==> src/rtl/mem_wb_stage_buf.sv <==
// MEM/WB boundary stage: 2-entry skid buffer with valid/ready handshake,
// synchronous flush, load-data formatting at capture and a final writeback mux.
module mem_wb_stage_buf #(
  parameter int unsigned XLEN = 32,
  parameter int unsigned RD_W = 5
) (
  input  logic            clk,
  input  logic            reset,
  input  logic            in_valid,
  output logic            in_ready,
  input  logic [XLEN-1:0] data_in,
  input  logic [XLEN-1:0] alu_in,
  input  logic [RD_W-1:0] rd_in,
  input  logic            RegWrite_in,
  input  logic            MemtoReg_in,
  input  logic [2:0]      funct3_in,
  input  logic [1:0]      addr_lo_in,
  input  logic            flush,
  output logic            out_valid,
  input  logic            out_ready,
  output logic [XLEN-1:0] alu_out,
  output logic [XLEN-1:0] data_out,
  output logic [RD_W-1:0] rd_out,
  output logic            RegWrite_out,
  output logic            MemtoReg_out,
  output logic [XLEN-1:0] wb_data_out
);

  typedef struct packed {
    logic [XLEN-1:0] alu;
    logic [XLEN-1:0] data;
    logic [RD_W-1:0] rd;
    logic            regwrite;
    logic            memtoreg;
  } bundle_t;

  typedef enum logic [1:0] {
    EMPTY = 2'd0,
    ONE   = 2'd1,
    FULL  = 2'd2
  } state_e;

  state_e  state_q, state_d;
  bundle_t h_q, h_d;
  bundle_t s_q, s_d;
  logic    in_ready_q, in_ready_d;
  bundle_t in_bundle;
  logic    acc;
  logic    pop;

  // Extract and extend the addressed byte/half/word from the raw read word.
  function automatic logic [XLEN-1:0] fmt_load(input logic [XLEN-1:0] d,
                                               input logic [2:0]      f3,
                                               input logic [1:0]      off);
    logic [7:0]      b;
    logic [15:0]     h;
    logic [31:0]     w;
    logic [XLEN-1:0] r;
    b = d[{off, 3'b000} +: 8];
    h = d[{off[1], 4'b0000} +: 16];
    w = d[31:0];
    case (f3)
      3'b000:  r = XLEN'($signed(b));
      3'b100:  r = XLEN'(b);
      3'b001:  r = XLEN'($signed(h));
      3'b101:  r = XLEN'(h);
      3'b010:  r = XLEN'($signed(w));
      3'b110:  r = XLEN'(w);
      default: r = d;
    endcase
    return r;
  endfunction

  always_comb begin
    in_bundle.alu      = alu_in;
    in_bundle.data     = fmt_load(data_in, funct3_in, addr_lo_in);
    in_bundle.rd       = rd_in;
    in_bundle.regwrite = RegWrite_in;
    in_bundle.memtoreg = MemtoReg_in;
  end

  assign acc = in_valid & in_ready_q;
  assign pop = out_valid & out_ready;

  // Next-state: flush wins over any simultaneous accept or pop.
  always_comb begin
    state_d = state_q;
    h_d     = h_q;
    s_d     = s_q;
    if (flush) begin
      state_d = EMPTY;
    end else begin
      case (state_q)
        EMPTY: begin
          if (acc) begin
            h_d     = in_bundle;
            state_d = ONE;
          end
        end
        ONE: begin
          if (acc && pop) begin
            h_d = in_bundle;
          end else if (acc) begin
            s_d     = in_bundle;
            state_d = FULL;
          end else if (pop) begin
            state_d = EMPTY;
          end
        end
        FULL: begin
          if (pop) begin
            h_d     = s_q;
            state_d = ONE;
          end
        end
        default: state_d = EMPTY;
      endcase
    end
    in_ready_d = (state_d != FULL);
  end

  always_ff @(posedge clk or posedge reset) begin
    if (reset) begin
      state_q    <= EMPTY;
      h_q        <= '0;
      s_q        <= '0;
      in_ready_q <= 1'b1;
    end else begin
      state_q    <= state_d;
      h_q        <= h_d;
      s_q        <= s_d;
      in_ready_q <= in_ready_d;
    end
  end

  assign in_ready     = in_ready_q;
  assign out_valid    = (state_q != EMPTY);
  assign alu_out      = h_q.alu;
  assign data_out     = h_q.data;
  assign rd_out       = h_q.rd;
  // x0 is never written; stale head contents are masked by out_valid.
  assign RegWrite_out = h_q.regwrite & out_valid & (h_q.rd != '0);
  assign MemtoReg_out = h_q.memtoreg & out_valid;
  assign wb_data_out  = MemtoReg_out ? h_q.data : h_q.alu;

endmodule

==> config.mk <==
export PLATFORM = sky130hd
export DESIGN_NAME = mem_wb_stage_buf
export DESIGN_NICKNAME = d
export VERILOG_FILES = /design/src/rtl/mem_wb_stage_buf.sv
export SDC_FILE = /design/constraint.sdc
export NUM_CORES = 1
export LEC_CHECK = 0
export BUFFER_PORTS_ARGS = -buffer_cell sky130_fd_sc_hd__buf_4
export CAP_MARGIN = 20
export CORE_UTILIZATION = 32
export CTS_CLUSTER_DIAMETER = 80
export CTS_CLUSTER_SIZE = 8
export DETAILED_ROUTE_END_ITERATION = 10
export PLACE_DENSITY_LB_ADDON = 0.08
export RECOVER_POWER = 25
export SYNTH_ARGS = -nofsm -noshare
export SYNTH_HDL_FRONTEND = slang
export SYNTH_SLANG_ARGS = --single-unit
==> constraint.sdc <==
create_clock -name clk -period 5.5 [get_ports clk]
set_input_delay 0.275 -clock clk [delete_from_list [all_inputs] [get_ports clk]]
set_output_delay 0.275 -clock clk [all_outputs]
set_load 0.1 [all_outputs]
==> flow_summary.rst, run 1 <==
.. list-table::
   :header-rows: 1

   * - Metric
     - Value
   * - End of the worst hold path
     - s_q[65]
   * - RSZ-0062 raised after global routing
     - false
   * - Number of flops mapped to enable cells by yosys
     - 0
   * - Data required, critical path
     - around 5.2 ns
   * - Top Ports
     - approximately 190
   * - WS Path Type
     - register to output port
   * - Total inserted antenna cells
     - 0
   * - Number of stages on the worst hold path
     - 3
   * - Detail Placement HPWL
     - about 15 mm
   * - Clk Tree Root Cell
     - sky130_fd_sc_hd__clkbuf_16
   * - Total Die Area
     - between 20,000 and 25,000 sq um
   * - Hold slack final
     - 0.0487 ns
   * - Chip height
     - 156 microns
   * - Number of H-tree levels
     - 4
   * - DRT antenna net count
     - 0
   * - Routed len/inst
     - between 15 and 20 microns
   * - Share of the cycle needed by the critical path after routing
     - a little over half
   * - Detailed-route vias per instance
     - between 4 and 5
   * - Synthesized netlist net count
     - between 900 and 1,000
   * - Critical path startpoint category
     - register
   * - Iteration count of the initial detailed-routing pass
     - 5
   * - Routed WL
     - roughly 22 mm
   * - Maximum number of pins on one net before global-route repair
     - 72
   * - Leak pwr
     - between 4 and 5 nW
   * - Vias in the first global route
     - 5,914
   * - Cell area after synthesis
     - 7630 sq um
   * - #FFs+latches synth
     - ~150
   * - Most area-hungry cell type in the Yosys netlist
     - sky130_fd_sc_hd__dfrtp_1
   * - Worst-case vdd ir drop
     - ~0.29 mV
   * - Final Max Tran Viols
     - 37
   * - Nature of the critical path endpoint
     - output port
   * - Max-slew headroom
     - -17.2%
   * - Setup-violating endpoint count in the final report
     - 0
   * - Share of async-settable or async-resettable flops after synthesis
     - between 90% and 100%
   * - Number of instances in the synthesized netlist
     - 870
   * - Aggregate global routing overflow
     - 0
   * - Terminus of the critical flop-to-flop path
     - alu_out[3]
   * - Final sum of negative setup slack
     - 0 ns
   * - Largest driver fanout on the critical path
     - 33
   * - Area share of the leading cell type in the synthesized netlist
     - 47.2%
   * - Max Clock Freq
     - about 0.34 GHz
   * - Status
     - finished, violations left
   * - Shortest clock period the worst path allows after layout
     - about 2.9 ns
   * - Number of buffers created by CTS
     - 17
   * - Post-layout instance area
     - 9170 sq um
   * - Placer congestion estimate
     - 0.770
   * - Layout cell share with drive strength beyond 1
     - 22.8%
   * - Layout Skew
     - 0.00844 ns
   * - Failing checks
     - capacitance limit, slew limit
   * - Clock buffer depth
     - 2
   * - Critical path data arrival time
     - roughly 2.6 ns
   * - Area inside the core boundary
     - about 23,000 sq um
   * - Count of clock tree sinks
     - around 150
   * - Cts repair resizes
     - 0
   * - TritonCTS clock tree
     - yes
   * - Cell area power density
     - between 500 and 600 nW/um^2
   * - First-pass GRT wire length
     - ~35 mm
   * - Total power draw
     - slightly below 0.005 W
   * - Vias
     - approximately 6,200
   * - Ys Warns
     - 0
   * - DP Area
     - 8750 sq um
   * - Beginning of the worst register-to-register path
     - in_ready
   * - Post-layout net count
     - a little over 1,000
   * - Hold path start
     - alu_in[26]
   * - Die width
     - 156 microns
   * - Synth unique cells
     - 48
   * - Area Overhead vs Synth
     - 20.1%
   * - Number of rows in the core area
     - 56
   * - Path type of the worst min-delay path
     - input port to register
   * - Per-instance average area after synthesis
     - 8.77 sq um
   * - Most common flop cell mapped by yosys
     - sky130_fd_sc_hd__dfrtp_1
   * - DR DRC count
     - 0
   * - Clock network latency to the later pin of the worst-skew pair
     - 0.42 ns
   * - First-iteration detailed-routing DRC count
     - ~320
   * - Number of cell instances on the worst register-to-register path
     - 6
   * - Max Cap Viol
     - 1
   * - Final hold violation count
     - 0
   * - Initial antenna violation count
     - 0
   * - Post-CTS clock slew at the launch and capture registers of the worst setup and hold paths
     - approximately 0.07 ns
   * - Sequential element share of the synthesized area
     - 47.6%
   * - Initial core utilization
     - 32.6%
   * - Buffers added on ports
     - 185
   * - Area contributors post-synth
     - sky130_fd_sc_hd__dfrtp_1 (47%), sky130_fd_sc_hd__nand2_1 (12%), sky130_fd_sc_hd__buf_4 (6.8%), sky130_fd_sc_hd__nor2_1 (5.9%), sky130_fd_sc_hd__mux2_2 (4.7%)
   * - Register-to-register path setup slack
     - approximately 3 ns
   * - Slew at the pin closest to its max-slew limit
     - between 1.5 and 2 ns
   * - GRT Resource Usage Total
     - approximately a fifth
==> cell usage after synthesis (2+ instances only) <==
library cell and count:
sky130_fd_sc_hd__a32oi_1 7, sky130_fd_sc_hd__o31ai_1 14, sky130_fd_sc_hd__nor3_1 7, sky130_fd_sc_hd__buf_1 2, sky130_fd_sc_hd__mux2_2 32, sky130_fd_sc_hd__dfrtp_1 144
sky130_fd_sc_hd__buf_6 2, sky130_fd_sc_hd__a31oi_1 53, sky130_fd_sc_hd__buf_2 18, sky130_fd_sc_hd__nor2b_1 17, sky130_fd_sc_hd__o211ai_1 7, sky130_fd_sc_hd__a221oi_2 10
sky130_fd_sc_hd__a221oi_1 8, sky130_fd_sc_hd__clkbuf_1 38, sky130_fd_sc_hd__or3_1 3, sky130_fd_sc_hd__nor2_1 119, sky130_fd_sc_hd__nor3b_1 2, sky130_fd_sc_hd__buf_4 69
sky130_fd_sc_hd__o21ai_0 16, sky130_fd_sc_hd__nand2b_1 2, sky130_fd_sc_hd__nand2_1 244, sky130_fd_sc_hd__a21oi_1 17, sky130_fd_sc_hd__mux2i_1 11, sky130_fd_sc_hd__inv_1 4
==> cells in the final DEF, fill, tap and decap left out, types with 2 or more instances in the layout <==
| cell | instances |
|---|---|
| sky130_fd_sc_hd__nor3b_1 | 2 |
| sky130_fd_sc_hd__nor3_1 | 7 |
| sky130_fd_sc_hd__nor2b_1 | 16 |
| sky130_fd_sc_hd__a32oi_1 | 7 |
| sky130_fd_sc_hd__nand2_1 | 243 |
| sky130_fd_sc_hd__o211ai_1 | 7 |
| sky130_fd_sc_hd__o21ai_0 | 16 |
| sky130_fd_sc_hd__nor3_4 | 2 |
| sky130_fd_sc_hd__or3_1 | 2 |
| sky130_fd_sc_hd__a221oi_1 | 8 |
| sky130_fd_sc_hd__dfrtp_1 | 144 |
| sky130_fd_sc_hd__clkinvlp_4 | 5 |
| sky130_fd_sc_hd__clkbuf_1 | 66 |
| sky130_fd_sc_hd__a31oi_1 | 53 |
| sky130_fd_sc_hd__mux2i_1 | 11 |
| sky130_fd_sc_hd__a21oi_1 | 17 |
| sky130_fd_sc_hd__inv_1 | 3 |
| sky130_fd_sc_hd__nor2_1 | 119 |
| sky130_fd_sc_hd__clkbuf_16 | 17 |
| sky130_fd_sc_hd__bufinv_16 | 5 |
| sky130_fd_sc_hd__o31ai_1 | 14 |
| sky130_fd_sc_hd__a221oi_2 | 10 |
| sky130_fd_sc_hd__buf_4 | 131 |
| sky130_fd_sc_hd__mux2_2 | 32 |
==> registers in the layout (all words and copies together) (netlist names) <==
signal,count
state_q,2
in_ready,1
s_q,71
h_q,2
rd_out,5
data_out,32
alu_out,32
==> kinds of logic after synthesis <==
kind of cell	count (synthesis)	synth area share, %
AO/OA/AOI/OAI	142	13.7
buffers and inverters	133	10.4
AND/OR/NAND/NOR	406	22.0
multiplexers	43	6.17
XOR/XNOR	1	0.115
flip-flops	145	47.6
==> power by group <==
part           switching, W  total, W  internal, W  leakage [nW]
sequential         0.000190   0.00152      0.00133          1.71
combinational       0.00162   0.00200     0.000384          2.07
clock              0.000479   0.00129     0.000807         0.296
total               0.00229   0.00481      0.00252          4.08
==> layer usage <==
layer | global-route usage [%] | wire, microns | vias to the layer above
met1 | 25.8 | 10400 | 2986
li1 | - | - | 3036
met2 | 30.5 | 10600 | 172
met4 | 4.67 | 254 | 0
met5 | 0 | 0 | -
met3 | 3.99 | 1160 | 21
==> worst max path at each step <==
stage | start | to | slack (ns) | cells past startpoint
after detailed placement | in_ready | alu_out[7] | 2.90 | 6
final | state_q[1] | wb_data_out[30] | 2.59 | 4
after global routing | state_q[1] | wb_data_out[23] | 2.41 | 4
after floorplan | reset | alu_out[0] | 1.33 | 1
after CTS | state_q[1] | wb_data_out[11] | 2.49 | 4
after global placement | in_ready | alu_out[3] | 2.97 | 6
==> area by class of cell <==
type                    count  area (sq um)
fillers                  2518         14200
flip-flops and latches    145          3630
multi-input cells         592          3240
repair buffers            197          1240
clock buffers              19           433
well taps                 319           399
clock inverters            13           210
inverters                   4          16.3
==> critical path, cell delays in order, from the launching register on <==
cell	delay (ns)
sky130_fd_sc_hd__dfrtp_1	0.48
sky130_fd_sc_hd__or2_2	0.37
sky130_fd_sc_hd__nand2_2	0.69
sky130_fd_sc_hd__mux2_2	0.41
sky130_fd_sc_hd__buf_4	0.23
==> stage by stage <==
| step | instances | setup slack [ns] | util, % |
|---|---|---|---|
| detailed placement | 1255 | 2.90 | 37.4 |
| floorplan | 870 | 1.33 | - |
| global route | 1289 | 2.41 | 39.2 |
| finish | 1289 | 2.59 | 39.2 |
| CTS | 1288 | 2.49 | 40.2 |
| global placement | 1255 | 2.97 | 37.4 |
==> repair_timing <==
| item | CTS | global route |
|---|---|---|
| setup endpoints to repair | 0 | 0 |
| hold buffers | 1 | 0 |
| hold endpoints to repair | 34 | 0 |
| setup buffers | 0 | 0 |
Note: power is estimated with default switching activity, not from simulation.
==> run 2, diff against run 1 <==
Clock period 5.5 ns to 3 ns, I/O delays scaled along.
==> flow_summary.rst, run 2 (synthesis gave the netlist of run 1 again) <==
.. list-table::
   :header-rows: 1

   * - Metric
     - Value
   * - Count of clock tree sinks
     - ~150
   * - Register-to-register path setup slack
     - roughly 0.8 ns
   * - WS Path Type
     - register to output port
   * - Layout Skew
     - between 0.01 and 0.015 ns
   * - Hold slack final
     - ~0.024 ns
   * - Most used cells in the layout excluding fill and tap cells
     - sky130_fd_sc_hd__nand2_1 (243), sky130_fd_sc_hd__buf_4 (196), sky130_fd_sc_hd__dfrtp_1 (144), sky130_fd_sc_hd__nor2_1 (119), sky130_fd_sc_hd__a31oi_1 (53)
   * - Flip-flop count of the largest register after layout
     - just over 70
   * - Area Overhead vs Synth
     - 29.4%
   * - Nature of the critical path endpoint
     - output port
   * - Crit path buf inv count
     - 2
   * - Total inserted antenna cells
     - 0
   * - Setup-violating endpoint count in the final report
     - 0
   * - Max-slew headroom
     - -28.6%
   * - Maximum number of pins on one net before global-route repair
     - roughly 130
   * - Critical path data arrival time
     - approximately 2.5 ns
   * - Cell area power density
     - between 900 and 1000 nW/um^2
   * - Number of stages on the worst hold path
     - 2
   * - Clk Tree Root Cell
     - sky130_fd_sc_hd__clkbuf_16
   * - DRT antenna net count
     - 0
   * - Number of buffers created by CTS
     - 17
   * - Initial core utilization
     - about a third
   * - Pre-CTS WS
     - between 0.7 and 0.8 ns
   * - Leak pwr
     - around 4.5 nW
   * - First-iteration detailed-routing DRC count
     - around 280
   * - Worst-case vdd ir drop
     - ~0.49 mV
   * - DR DRC count
     - 0
   * - Largest driver fanout on the critical path
     - 13
   * - Iteration count of the initial detailed-routing pass
     - 5
   * - Top delay family on crit path
     - simple AND/OR/NAND/NOR gates
   * - Aggregate global routing overflow
     - 0
   * - Post-CTS setup buffer count
     - 0
   * - Status
     - finished, violations left
   * - Placer congestion estimate
     - around 0.76
   * - Path type of the worst min-delay path
     - input port to register
   * - Final Max Tran Viols
     - around 110
   * - Vias
     - 6,327
   * - CP max stage cell
     - sky130_fd_sc_hd__dfrtp_1
   * - Chip height
     - about 160 microns
   * - TritonCTS clock tree
     - yes
   * - Maximum cell stage delay along the critical path
     - 0.49 ns
   * - Critical path startpoint category
     - register
   * - GRT Resource Usage Total
     - between 10% and 20%
   * - Non-filler cells, final
     - 1,334
   * - Slew at the pin closest to its max-slew limit
     - 1.93 ns
   * - Terminus of the critical flop-to-flop path
     - s_q[38]
   * - Total of fill cells in the finished design
     - ~2,400
   * - Clock network latency to the later pin of the worst-skew pair
     - around 0.42 ns
   * - Detailed-route vias per instance
     - 4.74
   * - End of the worst hold path
     - in_ready
   * - Layout cell share with drive strength beyond 1
     - about 29%
   * - Cell count after placement
     - around 1,300
   * - Data required, critical path
     - around 2.9 ns
   * - Min setup slack post-route
     - 0.405 ns
   * - Final hold violation count
     - 0
   * - Failing checks
     - capacitance limit, slew limit
   * - Max Clock Freq
     - 0.385 GHz
   * - First-pass GRT wire length
     - 35.2 mm
   * - Max Cap Viol
     - 2
   * - Clock buffer depth
     - 2
   * - Cells traversed along the worst timing path
     - or2_2, nand2_2, buf_4, mux2_2, buf_4
   * - Total Die Area
     - 24,500 sq um
   * - Die width
     - between 150 and 200 microns
   * - Commonest non-fill, non-tap cell in the layout
     - sky130_fd_sc_hd__nand2_1
   * - Initial antenna violation count
     - 0
   * - Shortest clock period the worst path allows after layout
     - around 2.6 ns
   * - Beginning of the worst register-to-register path
     - state_q[1]
   * - Most flops, register
     - s_q
   * - Final sum of negative setup slack
     - 0 ns
   * - Most frequent cell on the critical path
     - sky130_fd_sc_hd__buf_4
   * - Routed WL
     - about 23 mm
   * - Post-layout net count
     - 1,083
   * - Cts repair resizes
     - 0
   * - Share of the cycle needed by the critical path after routing
     - 86.5%
   * - Number of rows in the core area
     - 56
   * - Number of H-tree levels
     - 4
   * - Area inside the core boundary
     - ~23,000 sq um
   * - Buffers added on ports
     - 185
   * - Hold path start
     - out_ready
   * - Number of cell instances on the worst register-to-register path
     - 4
   * - Detail Placement HPWL
     - around 15 mm
   * - Top Ports
     - 186
   * - Routed len/inst
     - approximately 17 microns
   * - RSZ-0062 raised after global routing
     - false
   * - Post-CTS clock slew at the launch and capture registers of the worst setup and hold paths
     - 0.06 ns
   * - Vias in the first global route
     - about 6,100
==> run 2: final cells by class <==
cell class	instances	area, sq um	area share [%]
Tap cell	319	399	4.04
Clock inverter	15	230	2.33
Timing Repair Buffer	242	1940	19.6
Sequential cell	145	3630	36.8
Clock buffer	17	425	4.31
Multi-Input combinational cell	592	3240	32.8
Inverter	4	16.3	0.165
==> run 2: report_power, final <==
part / leakage, nW / switching [W] / internal (W)
combinational: 2.48 / 0.00298 / 0.000902
clock: 0.323 / 0.000886 / 0.00149
sequential: 1.71 / 0.000358 / 0.00244
==> run 2: worst max path at each step <==
stage	slack (ns)	cells past startpoint	endpoint	start
5_1_grt	0.22	4	data_out[25]	reset
3_5_place_dp	0.79	4	s_q[38]	state_q[1]
6_report	0.40	5	wb_data_out[27]	state_q[1]
3_3_place_gp	0.80	4	s_q[33]	state_q[1]
2_1_floorplan	0.75	6	s_q[29]	in_ready
4_1_cts	0.38	5	wb_data_out[27]	state_q[1]
==> run 2: layer usage <==
metal  global-route usage (%)  routed length (microns)  up-vias
met1                     25.1                    10300     3028
met3                     3.24                      816       19
li1                         -                        -     3134
met2                     32.3                    11200      146
met4                     5.14                      271        0
met5                        0                        0        -
==> run 2: timing repair <==
action	in CTS	in global routing
hold buffers	41	0
endpoints found under the setup margin	0	0
endpoints found under the hold margin	106	0
==> run 2: stage by stage <==
| step | power [W] | instance area, sq um | utilization [%] |
|---|---|---|---|
| finish | 0.00906 | 9880 | 42.2 |
| global route | 0.00945 | 9880 | 42.2 |
| floorplan | 0.00610 | 7630 | - |
| CTS | 0.00916 | 9900 | 42.3 |
| global placement | 0.00668 | 8830 | 37.7 |
| detailed placement | 0.00670 | 8830 | 37.7 |
==> run 3, diff against run 2 <==
Settings changed: ABC_AREA from default to 1, CORE_UTILIZATION 32 to 35.
==> flow_summary.rst, run 3 <==
.. list-table::
   :header-rows: 1

   * - Metric
     - Value
   * - First-pass GRT wire length
     - roughly 37 mm
   * - Critical path data arrival time
     - between 2 and 2.5 ns
   * - Initial antenna violation count
     - 0
   * - Most area-hungry cell type in the Yosys netlist
     - sky130_fd_sc_hd__dfrtp_1
   * - Mux cell area share after synthesis
     - 4.09%
   * - Most common flop cell mapped by yosys
     - sky130_fd_sc_hd__dfrtp_1
   * - Leak pwr
     - between 5 and 6 nW
   * - RSZ-0062 raised after global routing
     - false
   * - Cell area after synthesis
     - around 8000 sq um
   * - Cell count after placement
     - between 1,000 and 1,500
   * - Cell-internal power
     - between 0.004 and 0.005 W
   * - Max Cap Viol
     - 1
   * - Switch share
     - roughly 47%
   * - Most frequent cell on the critical path
     - sky130_fd_sc_hd__nand2_1
   * - Number of rows in the core area
     - 55
   * - Cts repair resizes
     - 0
   * - Vias
     - about 7,000
   * - Clock buffer depth
     - 2
   * - Total Die Area
     - about 24,000 sq um
   * - Hold slack final
     - ~0.035 ns
   * - Cells traversed along the worst timing path
     - or2_4, nand2_1, inv_2, buf_4, nand2_1, nand2_1, buf_4
   * - Cell area power density
     - roughly 850 nW/um^2
   * - Clk Tree Root Cell
     - sky130_fd_sc_hd__clkbuf_16
   * - Area Overhead vs Synth
     - 24.4%
   * - TritonCTS clock tree
     - yes
   * - Setup-violating endpoint count in the final report
     - 0
   * - Area contributors post-synth
     - sky130_fd_sc_hd__dfrtp_1 (45%), sky130_fd_sc_hd__nand2_1 (21%), sky130_fd_sc_hd__buf_4 (6.8%), sky130_fd_sc_hd__mux2i_1 (4.1%), sky130_fd_sc_hd__nand3_1 (3.1%)
   * - Iteration count of the initial detailed-routing pass
     - 5
   * - Placer congestion estimate
     - 0.821
   * - CP max stage cell
     - sky130_fd_sc_hd__dfrtp_1
   * - Number of H-tree levels
     - 4
   * - Final Max Tran Viols
     - 29
   * - Failing checks
     - capacitance limit, slew limit
   * - Vias in the first global route
     - 6,769
   * - Initial core utilization
     - a little over a third
   * - WS Path Type
     - register to output port
   * - Max-slew headroom
     - -1.47%
   * - Layout Skew
     - between 0.01 and 0.015 ns
   * - Sequential element share of the synthesized area
     - 45.0%
   * - DR DRC count
     - 0
   * - GRT Resource Usage Total
     - a little under 20%
   * - Synthesized-area fraction occupied by xor and xnor cells
     - 0%
   * - DP Area
     - about 9000 sq um
   * - Synthesized netlist net count
     - about 1,100
   * - Final hold violation count
     - 0
   * - Layout cell share with drive strength beyond 1
     - a little over a fifth
   * - Slew at the pin closest to its max-slew limit
     - roughly 1.5 ns
   * - Data required, critical path
     - about 2.9 ns
   * - Power dissipated by switching net loads
     - between 0.004 and 0.005 W
   * - Clk network pwr share
     - between 20% and 30%
   * - Worst-case vdd ir drop
     - around 0.48 mV
   * - Total power draw
     - 0.00853 W
   * - Share of async-settable or async-resettable flops after synthesis
     - 100%
   * - Detail Placement HPWL
     - between 15 and 20 mm
   * - Aggregate global routing overflow
     - 0
   * - Area share of the leading cell type in the synthesized netlist
     - between 40% and 50%
   * - Status
     - finished, violations left
   * - Maximum cell stage delay along the critical path
     - between 0.4 and 0.5 ns
   * - Nature of the critical path endpoint
     - output port
   * - Per-instance average area after synthesis
     - ~7.7 sq um
   * - #FFs+latches synth
     - about 150
   * - Combinational family with the most area after synthesis
     - simple AND/OR/NAND/NOR gates
   * - Maximum number of pins on one net before global-route repair
     - 93
   * - Total inserted antenna cells
     - 0
   * - Top Ports
     - ~190
   * - Largest driver fanout on the critical path
     - 14
   * - First-iteration detailed-routing DRC count
     - approximately 300
   * - Post-layout instance area
     - roughly 10,000 sq um
   * - Die width
     - between 150 and 200 microns
   * - Post-layout net count
     - 1,261
   * - Non-filler cells, final
     - roughly 1,500
   * - Area inside the core boundary
     - 22,600 sq um
   * - Share of the cycle needed by the critical path after routing
     - between 80% and 90%
   * - Synth unique cells
     - 30
   * - Cell with the most instances after synthesis
     - sky130_fd_sc_hd__nand2_1
   * - Critical path startpoint category
     - register
   * - Number of buffers created by CTS
     - 17
   * - Final sum of negative setup slack
     - 0 ns
   * - Top post-synthesis cells by count
     - sky130_fd_sc_hd__nand2_1 (451), sky130_fd_sc_hd__dfrtp_1 (144), sky130_fd_sc_hd__buf_4 (73)
   * - Synthesized-area fraction occupied by and/or/nand/nor cells
     - between 20% and 30%
   * - Buffers added on ports
     - ~190
   * - Area fraction in compound gates after synthesis
     - roughly 7.7%
   * - Detailed-route vias per instance
     - 4.74
   * - Shortest clock period the worst path allows after layout
     - 2.55 ns
   * - Number of instances in the synthesized netlist
     - 1,052
   * - Most flops, register
     - s_q
   * - Routed WL
     - ~22 mm
   * - Ys Warns
     - 0
   * - Most used cells in the layout excluding fill and tap cells
     - sky130_fd_sc_hd__nand2_1 (451), sky130_fd_sc_hd__buf_4 (194), sky130_fd_sc_hd__dfrtp_1 (144), sky130_fd_sc_hd__inv_1 (56), sky130_fd_sc_hd__nand3_1 (50)
   * - Path type of the worst min-delay path
     - input port to register
   * - Post-CTS clock slew at the launch and capture registers of the worst setup and hold paths
     - around 0.060 ns
   * - Flip-flop count of the largest register after layout
     - 71
   * - Count of clock tree sinks
     - 145
   * - Routed len/inst
     - between 15 and 20 microns
   * - Max Clock Freq
     - 0.393 GHz
   * - Chip height
     - 154 microns
   * - DRT antenna net count
     - 0
   * - Share of power burned in registers
     - 31.8%
   * - Synth Area in Adders
     - 0%
   * - Combinational power share
     - a little over two fifths
   * - Number of flops mapped to enable cells by yosys
     - 0
   * - Clock network latency to the later pin of the worst-skew pair
     - about 0.42 ns
   * - Commonest non-fill, non-tap cell in the layout
     - sky130_fd_sc_hd__nand2_1
-- run 3: cell types whose count changed after synthesis, moves of 42 or more --
cell,delta
sky130_fd_sc_hd__nor2_1,-97
sky130_fd_sc_hd__a31oi_1,-53
sky130_fd_sc_hd__o21ai_1,+42
sky130_fd_sc_hd__nand2_1,+207
sky130_fd_sc_hd__nand3_1,+50
sky130_fd_sc_hd__inv_1,+53
-- run 3: final cells by class --
cell class | instances | area, sq um
Inverter | 61 | 230
Sequential cell | 145 | 3630
Clock inverter | 13 | 150
Tap cell | 285 | 357
Clock buffer | 19 | 453
Multi-Input combinational cell | 716 | 3270
Fill cell | 2345 | 12600
Timing Repair Buffer | 239 | 1940
-- run 3: final timing paths --
check                      slack, ns        from  cells after the start         endpoint
max                             0.45  state_q[1]                      7  wb_data_out[26]
min                             0.03    rd_in[0]                      3           s_q[2]
max in group asynchronous       1.39       reset                      4         in_ready
min reg2reg                     0.47     s_q[44]                      2          s_q[44]
max reg2reg                     0.71  state_q[1]                      5           h_q[0]
min in group asynchronous       0.64       reset                      3        rd_out[2]
-- run 3: per-stage QoR --
stage | util (%) | setup slack [ns]
2_1_floorplan | - | 0.520
3_3_place_gp | 39.9 | 0.689
3_5_place_dp | 39.9 | 0.634
4_1_cts | 44.3 | 0.407
5_1_grt | 44.3 | 0.251
6_report | 44.3 | 0.454
-- run 3: cells by family (layout without fill, tap and decap cells) --
family,count (synthesis),after routing
buf+inv,191,332
mux,33,33
simple gates,567,567
compound gates,116,116
flops,145,145
-- run 3: worst max-delay path, delay by kind of cell (launching register included) --
family	cells	cell delay, ns
buf+inv	3	0.85
flops	1	0.47
simple gates	4	0.64
-- run 3: power by group through the flow --
stage	clock (W)	sequential (W)	combinational, W
3_5_place_dp	0	0.00275	0.00360
4_1_cts	0.00224	0.00272	0.00365
6_report	0.00219	0.00271	0.00363
2_1_floorplan	0	0.00264	0.00318
5_1_grt	0.00234	0.00277	0.00383
3_3_place_gp	0	0.00275	0.00359
-- run 3: metal layers --
metal / vias to the layer above / track usage, % / share of wire (%)
met2: 164 / 33.1 / 49
li1: 3534 / - / -
met4: 0 / 6.38 / 1.5
met3: 23 / 3.58 / 4.1
met1: 3281 / 25.9 / 46
met5: - / 0 / 0
-- run 3: what timing repair did --
action,CTS,global route
hold buffers,40,0
endpoints found under the hold margin,69,0
setup endpoints to repair,0,0
buffers inserted,0,0
